$ cat config.mk
export PLATFORM = sky130hd
export DESIGN_NAME = shift_arb_ctrl
export DESIGN_NICKNAME = d
export VERILOG_FILES = /design/src/rtl/shift_arb_ctrl_pkg.sv /design/src/rtl/shift_arb_ctrl_rr_picker.sv /design/src/rtl/shift_arb_ctrl.sv
export SDC_FILE = /design/constraint.sdc
export NUM_CORES = 1
export LEC_CHECK = 0
export ABC_AREA = 1
export CAP_MARGIN = 0
export CORE_MARGIN = 2
export CORE_UTILIZATION = 41
export DETAILED_ROUTE_END_ITERATION = 10
export MAX_ROUTING_LAYER = met4
export PLACE_DENSITY_LB_ADDON = 0.05
export SLEW_MARGIN = 10
export SYNTH_ARGS = -nofsm -noshare
export SYNTH_HDL_FRONTEND = slang
export SYNTH_SLANG_ARGS = --single-unit
export TNS_END_PERCENT = 10
$ cat constraint.sdc
create_clock -name clock -period 4.5 [get_ports clock]
set_input_delay 0.675 -clock clock [delete_from_list [all_inputs] [get_ports clock]]
set_output_delay 0.675 -clock clock [all_outputs]
set_load 0.02 [all_outputs]
$ cat src/rtl/shift_arb_ctrl_pkg.sv
// shift_arb_ctrl_pkg: shared widths, shift opcodes and controller states
package shift_arb_ctrl_pkg;
    localparam int N = 32;
    localparam int S = 5;
    localparam int O = 3;
    localparam logic [2:0] SHLEFTLOG = 3'b000;
    localparam logic [2:0] SHLEFTART = 3'b001;
    localparam logic [2:0] SHRGHTLOG = 3'b010;
    localparam logic [2:0] SHRGHTART = 3'b011;
    localparam int OP_ILLEGAL_BIT = 2;
    typedef enum logic [1:0] {IDLE, ISSUE, WAIT, RESP} state_t;
endpackage

$ cat src/rtl/shift_arb_ctrl_rr_picker.sv
// rr_picker: round-robin arbiter, nearest requester at or after ptr wins
module rr_picker #(
    parameter int NREQ = 4,
    localparam int IW = $clog2(NREQ)
) (
    input  logic [NREQ-1:0] req,
    input  logic [IW-1:0]   ptr,
    output logic [NREQ-1:0] grant,
    output logic [IW-1:0]   idx,
    output logic            any
);
    // scan offsets far to near so the closest active requester after ptr is kept
    always_comb begin
        idx = '0;
        for (int k = NREQ - 1; k >= 0; k--)
            idx = req[ptr + IW'(k)] ? ptr + IW'(k) : idx;
        any = |req;
        grant = any ? NREQ'(1) << idx : '0;
    end
endmodule

$ cat src/rtl/shift_arb_ctrl.sv
// shift_arb_ctrl: round-robin front end sharing one registered shift unit among NREQ requesters
module shift_arb_ctrl #(
    parameter int NREQ = 4,
    parameter int N    = shift_arb_ctrl_pkg::N,
    parameter int S    = shift_arb_ctrl_pkg::S,
    parameter int O    = shift_arb_ctrl_pkg::O
) (
    input  logic                    clock,
    input  logic                    reset,
    input  logic [NREQ-1:0]         req_valid,
    output logic [NREQ-1:0]         req_ready,
    input  logic [NREQ*N-1:0]       req_data,
    input  logic [NREQ*S-1:0]       req_shamt,
    input  logic [NREQ*O-1:0]       req_op,
    output logic [N-1:0]            alu_in,
    output logic [S-1:0]            alu_shift,
    output logic [O-1:0]            alu_op,
    output logic                    alu_enable,
    input  logic [N:0]              alu_result,
    output logic                    rsp_valid,
    input  logic                    rsp_ready,
    output logic [$clog2(NREQ)-1:0] rsp_id,
    output logic [N:0]              rsp_data,
    output logic                    rsp_err,
    output logic                    busy
);
    import shift_arb_ctrl_pkg::*;

    localparam int IW = $clog2(NREQ);

    state_t          state_q, state_d;
    logic [N-1:0]    data_q, data_d;
    logic [S-1:0]    shamt_q, shamt_d;
    logic [O-1:0]    op_q, op_d;
    logic [IW-1:0]   id_q, id_d, rr_ptr_q, rr_ptr_d, pick_idx;
    logic [N:0]      rsp_data_q, rsp_data_d;
    logic            rsp_err_q, rsp_err_d, pick_any;
    logic [NREQ-1:0] pick_grant;

    rr_picker #(.NREQ(NREQ)) u_picker (
        .req   (req_valid),
        .ptr   (rr_ptr_q),
        .grant (pick_grant),
        .idx   (pick_idx),
        .any   (pick_any)
    );

    // grant and latch in IDLE, launch or reject in ISSUE, capture in WAIT, hold in RESP
    always_comb begin
        state_d    = state_q;
        data_d     = data_q;
        shamt_d    = shamt_q;
        op_d       = op_q;
        id_d       = id_q;
        rr_ptr_d   = rr_ptr_q;
        rsp_data_d = rsp_data_q;
        rsp_err_d  = rsp_err_q;
        case (state_q)
            IDLE: if (pick_any) begin
                data_d   = req_data[pick_idx*N +: N];
                shamt_d  = req_shamt[pick_idx*S +: S];
                op_d     = req_op[pick_idx*O +: O];
                id_d     = pick_idx;
                rr_ptr_d = pick_idx + IW'(1);
                state_d  = ISSUE;
            end
            ISSUE: begin
                rsp_err_d  = op_q[OP_ILLEGAL_BIT];
                rsp_data_d = '0;
                state_d    = op_q[OP_ILLEGAL_BIT] ? RESP : WAIT;
            end
            WAIT: begin
                rsp_data_d = alu_result;
                state_d    = RESP;
            end
            RESP: state_d = rsp_ready ? IDLE : RESP;
            default: state_d = IDLE;
        endcase
    end

    // state and latched transaction; reset abandons anything in flight
    always_ff @(posedge clock) begin
        if (reset) begin
            state_q    <= IDLE;
            data_q     <= '0;
            shamt_q    <= '0;
            op_q       <= '0;
            id_q       <= '0;
            rr_ptr_q   <= '0;
            rsp_data_q <= '0;
            rsp_err_q  <= 1'b0;
        end else begin
            state_q    <= state_d;
            data_q     <= data_d;
            shamt_q    <= shamt_d;
            op_q       <= op_d;
            id_q       <= id_d;
            rr_ptr_q   <= rr_ptr_d;
            rsp_data_q <= rsp_data_d;
            rsp_err_q  <= rsp_err_d;
        end
    end

    assign req_ready  = (state_q == IDLE && !reset) ? pick_grant : '0;
    assign alu_in     = data_q;
    assign alu_shift  = shamt_q;
    assign alu_op     = op_q;
    assign alu_enable = state_q == ISSUE && !op_q[OP_ILLEGAL_BIT];
    assign rsp_valid  = state_q == RESP;
    assign rsp_id     = id_q;
    assign rsp_data   = rsp_data_q;
    assign rsp_err    = rsp_err_q;
    assign busy       = state_q != IDLE;
endmodule

==> results.yml, run 1 <==
synthesis:
  synth_compound_gate_area_share: 0.0935
  ys_async_sr_fraction: 0
  synthDistinctLibCells: 23
  synth_xor_area_frac: 0
  syn_inst: 775
  yosys_warnings: 0
  synth_most_common_cell: "nor2_1"
  synthTopCellsByArea: "dfxtp_1 34%, nor2_1 13%, nand3_1 13%"
  yosys.area.top_type: "dfxtp_1"
  netlist_area_um2: 4740
  synth_fa_ha_area_frac: 0.0132
  synth_top_area_frac: 0.338
  synth-edff-count: 0
  synth-seq-area-share: 0.338
  synthMuxAreaShare: 0
  synth_flop_cell: "dfxtp_1"
  synth-simple-area-share: 0.436
  netlist_top_cells_count: "167 x nor2_1, 143 x nand2_1, 121 x nand3_1, 80 x dfxtp_1, 58 x inv_1"
  syn_area_per_cell_um2: 6.12
  ys_seq_elements: 80
  syn_nets: 980
  synth_top_family_by_area: "simple AND/OR/NAND/NOR gates"
global_routing:
  grt_util_all_layers: 0.266
  grt_max_degree: 86
  use_met2: 0.444
  grt_busiest_layer: "met2"
  grt_pass1_wl_um: 26500
  gr-usage-met3: 0.0762
  antenna_found_initial: 0
  use_met1: 0.311
  grt_pass1_vias: 5298
  grt_overflow: 0
clock_network:
  clk_pin_slew_ns: 0.06
  clock_latency_ns: 0.33
  htreeDepth: 3
  cts.sinks: 80
  cts_inserted_buffers: 9
  cts_root_buf: "clkbuf_16"
  clk_path_buf_depth: 2
  cts_tree: "yes"
  ctsResizeCount: 0
  post_cts_buffers: 0
  cts_hold_buf: 0
timing:
  hold_violations: 0
  period_share: 0.812
  fin_crit_ns: 3.65
  setup_viol: 0
  slew_headroom: 0.325
  worst_slew_pin_slew_ns: 1.01
  slew_violations: 0
  rsz0062_at_grt: "false"
  setup-tns-final_ns: 0
  max_freq_mhz: 274
  finalClockSkew_ns: 0.00682
routing:
  via_per_inst: 4.98
  drc: 0
  drt-pass1-iter-count: 5
  ant_nets: 0
  wire_per_inst_um: 14.1
  drt_iter0_drc: 385
  routed-via-count: 5797
  wl_um: 16400
worst_setup_path:
  cp.depth: 10
  critPathRequiredTime_ns: 3.83
  crit_slowest_cell: "clkdlybuf4s50_1"
  max_stage_delay_ns: 0.63
  path_buf_inv: 5
  cp.arrival_ns: 2.98
  worstPathCellList: "clkdlybuf4s50_1, inv_1, o21ai_1, nand2_1, nand2_1, inv_1, a21oi_4, inv_2, nor3_1, clkdlybuf4s50_1"
  cp_top_family: "buffers and inverters"
  end_kind: "primary output"
  worstSetupPathType: "in -> out"
  crit_path_start_kind: "input pin"
  worstRegToRegCells: 15
  crit_fanout: 21
final_layout:
  nFillCells: 1023
  finalNonFillerCells: 1163
  diodes: 0
  drive_above_1_share: 0.0333
  design_area_um2: 7850
  nNetsFinal: 1221
  areaGrowthSynthToFinish_pct: 65.6
  final_core_util: 0.690
floorplan:
  die_w_um: 112
  die-area_um2: 12400
  start_util: 0.417
  core_area_um2: 11400
  rows: 39
  die_h_um: 112
  io-pin-count: 283
power_and_ir_drop:
  irDropWorstVdd_mv: 0.590
  p_leak_nw: 3.30
  p_per_area_nw_per_um2: 581
placed_design:
  hpwlAfterDp_um: 11600
  placed_cells: 1148
  portBuffers: 282
  gp_congestion: 0.914
  placed_cell_area_um2: 7510
run_status:
  status: "completed"
flow_run:
  drv_cap: 0
hold_path:
  hold_path_depth: 2
  hold_class: "reg -> reg"
==> kinds of logic after synthesis <==
kind of cell,count (synthesis)
buffers and inverters,125
flip-flops,80
AND/OR/NAND/NOR,478
adder cells (fa/ha/maj),5
AO/OA/AOI/OAI,87
==> sequential cells by signal, summed over array words and instances (netlist names) <==
name,flops
alu_in,32
alu_op,3
alu_shift,5
rr_ptr_q,2
rsp_data,33
rsp_err,1
rsp_id,2
state_q,2
==> stage by stage <==
stage	setup WS [ns]	power (W)	hold slack, ns
after global placement	0.896	0.00373	0.452
after global routing	0.595	0.00494	0.480
after floorplan	1.79	0.00296	0.472
after CTS	0.857	0.00459	0.464
after detailed placement	0.866	0.00375	0.454
final	0.845	0.00456	0.462
==> worst reg2reg max path: stages (launching register included) <==
cell	delay [ns]
dfxtp_1	0.54
inv_1	0.17
nand2_1	0.13
nand3_1	0.08
nand2_1	0.09
nand3_2	0.07
nand2_1	0.08
nand2_2	0.07
nand2_4	0.12
buf_4	0.43
buf_4	0.60
nand2_1	0.11
nand2_1	0.08
nor2_1	0.04
nor2_1	0.15
nor2_1	0.05
==> power by group <==
part	switching (W)	total, W	internal [W]
combinational	0.00172	0.00274	0.00101
clock	0.000275	0.000830	0.000555
sequential	0.000103	0.000993	0.000890
total	0.00210	0.00456	0.00246
==> worst paths after layout <==
path	from	to	slack [ns]
worst max register to register	rr_ptr_q[0]	alu_op[0]	1.57
worst max-delay path	req_valid[3]	req_ready[3]	0.85
worst min-delay path	rsp_data[29]	rsp_data[29]	0.46
worst min register to register	rsp_data[29]	rsp_data[29]	0.46
==> cells in the final DEF (no fill, tap or decap), types with 2 or more instances in the layout <==
cell type	instances
nor2_1	166
nand2_1	143
nand3_1	121
clkdlybuf4s50_1	282
inv_2	4
inv_1	58
dfxtp_1	80
nor3_1	2
ha_1	5
nand3_2	2
o21ai_0	43
clkbuf_1	2
clkbuf_16	9
buf_4	11
a21oi_1	40
nand4_1	40
bufinv_16	3
==> metal layers <==
layer	vias to the layer above	part of all wire
met5	-	0
met4	0	0.021
met3	26	0.086
met2	231	0.48
met1	2545	0.41
li1	2995	-
==> layout make-up <==
cell class / instances / area (um2) / share of cell area
Multi-Input combinational cell: 570 / 2590 / 0.330
Inverter: 62 / 233 / 0.0297
Timing Repair Buffer: 293 / 2910 / 0.370
Tap cell: 143 / 179 / 0.0228
Sequential cell: 80 / 1600 / 0.204
Clock inverter: 3 / 90.1 / 0.0115
Clock buffer: 12 / 246 / 0.0314
Note: power is estimated with default switching activity, not from simulation.
==> run 2: changes to the inputs <==
Settings changed: CORE_UTILIZATION 41 to 38.
Clock period 4.5 ns to 3.8 ns, I/O delays scaled along.
==> run 2 against run 1 <==
Cell count up 2.3%. Largest power group unchanged. Largest cell class unchanged. Register-to-register slack worse by 0.56 ns. Count of clock-buffer cells in the layout down 2. Sequential power up 19%.
==> results.yml, run 2 (synthesis gave the netlist of run 1 again) <==
final_layout:
  drive_above_1_share: 0.0372
  final_cell_mix: "282 x clkdlybuf4s50_1, 166 x nor2_1, 143 x nand2_1"
  nNetsFinal: 1223
  diodes: 0
  layout_commonest_cell: "clkdlybuf4s50_1"
  nFillCells: 1144
  areaGrowthSynthToFinish_pct: 66.2
  largest_reg_flops: 33
power_and_ir_drop:
  p_per_area_nw_per_um2: 682
  power.total_w: 0.00537
  p_leak_nw: 3.30
  irDropWorstVdd_mv: 0.414
hold_path:
  hold_path_depth: 2
  hold_class: "reg -> reg"
clock_network:
  cts.sinks: 80
  cts_inserted_buffers: 9
  cts_root_buf: "clkbuf_16"
  clk_path_buf_depth: 2
  ctsResizeCount: 0
  htreeDepth: 3
  cts_hold_buf: 0
  clock_latency_ns: 0.34
  cts_tree: "yes"
  post_cts_buffers: 0
  clk_pin_slew_ns: 0.06
placed_design:
  dpl_worst_slack_ns: 0.405
  hpwlAfterDp_um: 11900
  gp_congestion: 0.889
  portBuffers: 282
floorplan:
  core_area_um2: 12100
  start_util: 0.391
  die_h_um: 116
  rows: 40
  die_w_um: 116
  die-area_um2: 13400
  io-pin-count: 283
routing:
  drt_iter0_drc: 418
  via_per_inst: 4.92
  ant_nets: 0
  wl_um: 17300
  wire_per_inst_um: 14.5
  drc: 0
  routed-via-count: 5855
  drt-pass1-iter-count: 5
global_routing:
  grt_max_degree: 101
  grt_util_all_layers: 0.260
  grt_pass1_wl_um: 26400
  grt_pass1_vias: 5166
  antenna_found_initial: 0
  grt_overflow: 0
timing:
  setup-tns-final_ns: 0
  slew_violations: 0
  max_freq_mhz: 293
  finalClockSkew_ns: 0.00389
  period_share: 0.900
  slew_headroom: 0.312
  worst_slew_pin_slew_ns: 1.03
  worst_slack_ns: 0.381
  fin_crit_ns: 3.42
  setup_viol: 0
  hold_violations: 0
  rsz0062_at_grt: "false"
worst_setup_path:
  worstRegToRegCells: 13
  crit_path_start_kind: "input pin"
  critPathRequiredTime_ns: 3.23
  end_kind: "primary output"
  worstSetupPathType: "in -> out"
  cp.arrival_ns: 2.85
  crit_fanout: 23
flow_run:
  drv_cap: 0
run_status:
  status: "completed"
-- run 2: changes by cell type in the layout (fill, tap and decap cells not counted) --
cell        previous run  this run
buf_4                 11        13
clkbuf_1               2         0
bufinv_16              3         2
clkinv_2               0         1
clkinv_4               0         1
clkinvlp_4             0         1
-- run 2: worst max-delay path: stages --
cell and delay, ns:
clkdlybuf4s50_1 0.48, inv_1 0.07, o21ai_1 0.15, nand2_1 0.10, nand3_2 0.09, nand2_1 0.06
nand2_2 0.08, nand2_4 0.15, inv_1 0.15, nand2_1 0.11, nor3_1 0.18, clkdlybuf4s50_1 0.64
-- run 2: final cells by class --
cell class              count  area [um2]  area share
clock buffers              10         239      0.0303
clock inverters             5        81.3      0.0103
multi-input cells         570        2590       0.329
repair buffers            295        2920       0.371
inverters                  62         233      0.0295
well taps                 168         210      0.0267
flip-flops and latches     80        1600       0.203
-- run 2: final timing paths --
| path | endpoint | from | slack, ns |
|---|---|---|---|
| max reg2reg | alu_shift[3] | rr_ptr_q[0] | 1.01 |
| min reg2reg | rsp_data[24] | rsp_data[24] | 0.46 |
| min | rsp_data[24] | rsp_data[24] | 0.46 |
| max | req_ready[0] | req_valid[3] | 0.38 |
-- run 2: metrics by stage --
stage,instances,hold slack [ns],cell area [um2],util
after floorplan,775,0.472,4740,-
after global placement,1175,0.452,7560,0.624
after detailed placement,1175,0.455,7560,0.624
after CTS,1190,0.464,7880,0.651
after global routing,1190,0.475,7880,0.651
final,1190,0.462,7880,0.651
-- run 2: layer usage --
| metal | global-route usage | vias up | wire [um] | share of wire |
|---|---|---|---|---|
| li1 | - | 2997 | - | - |
| met1 | 0.307 | 2620 | 7250 | 0.42 |
| met3 | 0.0910 | 21 | 1530 | 0.088 |
| met2 | 0.428 | 217 | 8260 | 0.48 |
| met5 | - | - | 0 | 0 |
| met4 | 0.0579 | 0 | 249 | 0.014 |
-- run 2: power breakdown --
part	leakage [nW]	switching [W]	internal [W]
Sequential	0.657	0.000121	0.00105
Clock	0.155	0.000346	0.000589
Combinational	2.49	0.00204	0.00122
==> run 3: changes to the inputs <==
Settings changed: CORE_AREA set to 2 2 110 112, CORE_MARGIN 2 to not set, CORE_UTILIZATION 38 to not set, DIE_AREA set to 0 0 112 114, DONT_BUFFER_PORTS set to 1.
==> run 3 against run 2 <==
Count of clock-buffer cells in the layout unchanged. Combinational power is 29% lower. Non-clock buffer count down 284. Utilization fell by 22 points. Wire length down 17%.
==> results.yml, run 3 (synthesis gave the netlist of run 1 again) <==
clock_network:
  cts_tree: "yes"
  htreeDepth: 3
  cts_hold_buf: 0
  cts.sinks: 80
  clk_path_buf_depth: 2
  clk_pin_slew_ns: 0.06
  ctsResizeCount: 0
  post_cts_buffers: 0
  cts_inserted_buffers: 9
  clock_latency_ns: 0.33
  cts_root_buf: "clkbuf_16"
worst_setup_path:
  end_kind: "primary output"
  crit_top_cell: "nand2_1"
  crit_slowest_cell: "a21oi_4"
  cp.arrival_ns: 2.51
  crit_fanout: 26
  cp_top_family: "simple AND/OR/NAND/NOR gates"
  worstSetupPathType: "reg -> out"
  critPathRequiredTime_ns: 3.23
  path_buf_inv: 1
  crit_path_start_kind: "flop"
  max_stage_delay_ns: 0.56
  worstPathCellList: "inv_1, nand3_1, nand2_1, nor2_1, nand2_1, a21oi_4, nand2_1, nor2_1"
global_routing:
  grt_overflow: 0
  gr-usage-met3: 0.0542
  use_met1: 0.262
  grt_max_degree: 74
  grt_pass1_wl_um: 22200
  use_met2: 0.367
  grt_util_all_layers: 0.221
  grt_busiest_layer: "met2"
  antenna_found_initial: 0
  grt_pass1_vias: 4400
hold_path:
  hold_class: "in -> reg"
routing:
  wl_um: 14300
  drt-pass1-iter-count: 4
  ant_nets: 0
  routed-via-count: 4799
  wire_per_inst_um: 16.1
  drc: 0
  drt_iter0_drc: 333
  via_per_inst: 5.42
timing:
  setup_viol: 0
  finalClockSkew_ns: 0.00479
  fin_crit_ns: 3.08
  hold_violations: 0
  slew_headroom: 0.369
  setup-tns-final_ns: 0
  fin_hold_ws_ns: 0.298
  max_freq_mhz: 325
  slew_violations: 0
  period_share: 0.811
  worst_slew_pin_slew_ns: 0.946
  rsz0062_at_grt: "false"
placed_design:
  gp_congestion: 0.900
  portBuffers: 0
  hpwlAfterDp_um: 9830
final_layout:
  nFillCells: 1254
  final_core_util: 0.426
  areaGrowthSynthToFinish_pct: 5.20
  drive_above_1_share: 0.0514
  largest_reg_flops: 33
  nNetsFinal: 939
  final_cell_mix: "166 x nor2_1, 143 x nand2_1, 121 x nand3_1"
  layout_commonest_cell: "nor2_1"
  diodes: 0
power_and_ir_drop:
  p_leak_nw: 2.20
  p_per_area_nw_per_um2: 924
  irDropWorstVdd_mv: 0.506
floorplan:
  die_w_um: 112
  die_h_um: 114
  rows: 40
  die-area_um2: 12800
  start_util: 0.405
  io-pin-count: 283
  core_area_um2: 11700
flow_run:
  drv_cap: 0
run_status:
  status: "completed"
==> run 3: cell count changes in the layout (fill, tap and decap cells not counted), sizes merged <==
cell,previous run,this run
buf,13,11
bufinv,2,0
clkdlybuf4s50,282,0
clkinvlp,1,2
inv,62,64
==> run 3: layout make-up <==
class | instances | area (um2) | area share
Sequential cell | 80 | 1600 | 0.321
Clock inverter | 6 | 50.0 | 0.0100
Clock buffer | 10 | 239 | 0.0479
Timing Repair Buffer | 11 | 82.6 | 0.0166
Inverter | 62 | 233 | 0.0467
Tap cell | 147 | 184 | 0.0369
Multi-Input combinational cell | 570 | 2600 | 0.521
==> run 3: report_power, final <==
group	total, W	switching [W]	internal [W]
Sequential	0.00148	0.000423	0.00105
Clock	0.000832	0.000365	0.000467
Combinational	0.00230	0.00162	0.000680
Total	0.00461	0.00240	0.00220
==> run 3: final timing paths <==
| kind | slack [ns] | startpoint | to | depth (start not counted) |
|---|---|---|---|---|
| setup / recovery | 0.72 | rr_ptr_q[0] | req_ready[2] | 8 |
| setup reg to reg | 1.01 | rr_ptr_q[0] | alu_shift[3] | 14 |
| hold / removal | 0.30 | reset | rsp_data[16] | 1 |
| hold reg to reg | 0.51 | state_q[1] | state_q[1] | 2 |
==> run 3: metal layers <==
metal | part of all wire | routed length (um)
met3 | 0.092 | 1320
met1 | 0.40 | 5730
met5 | 0 | 0
met4 | 0.015 | 213
met2 | 0.49 | 7030
==> run 3: per-stage QoR <==
step	setup slack [ns]	total power, W	std cells	area, um2
final	0.718	0.00461	886	4990
after global routing	0.458	0.00507	886	4990
after CTS	0.702	0.00465	886	4980
after detailed placement	1.05	0.00382	870	4690
after global placement	1.11	0.00377	870	4690
after floorplan	1.30	0.00350	775	4740
==> run 3: worst register-to-register path: stages, from the launching register on <==
cell and delay, ns:
dfxtp_1 0.54, inv_1 0.16, nand2_1 0.11, nand3_1 0.09, nand2_1 0.08, nand3_2 0.07, nand2_1 0.07, nand2_2 0.07
nand2_4 0.38, buf_4 0.65, nand2_1 0.15, nand2_1 0.08, nor2_1 0.04, nor2_1 0.14, nor2_1 0.05
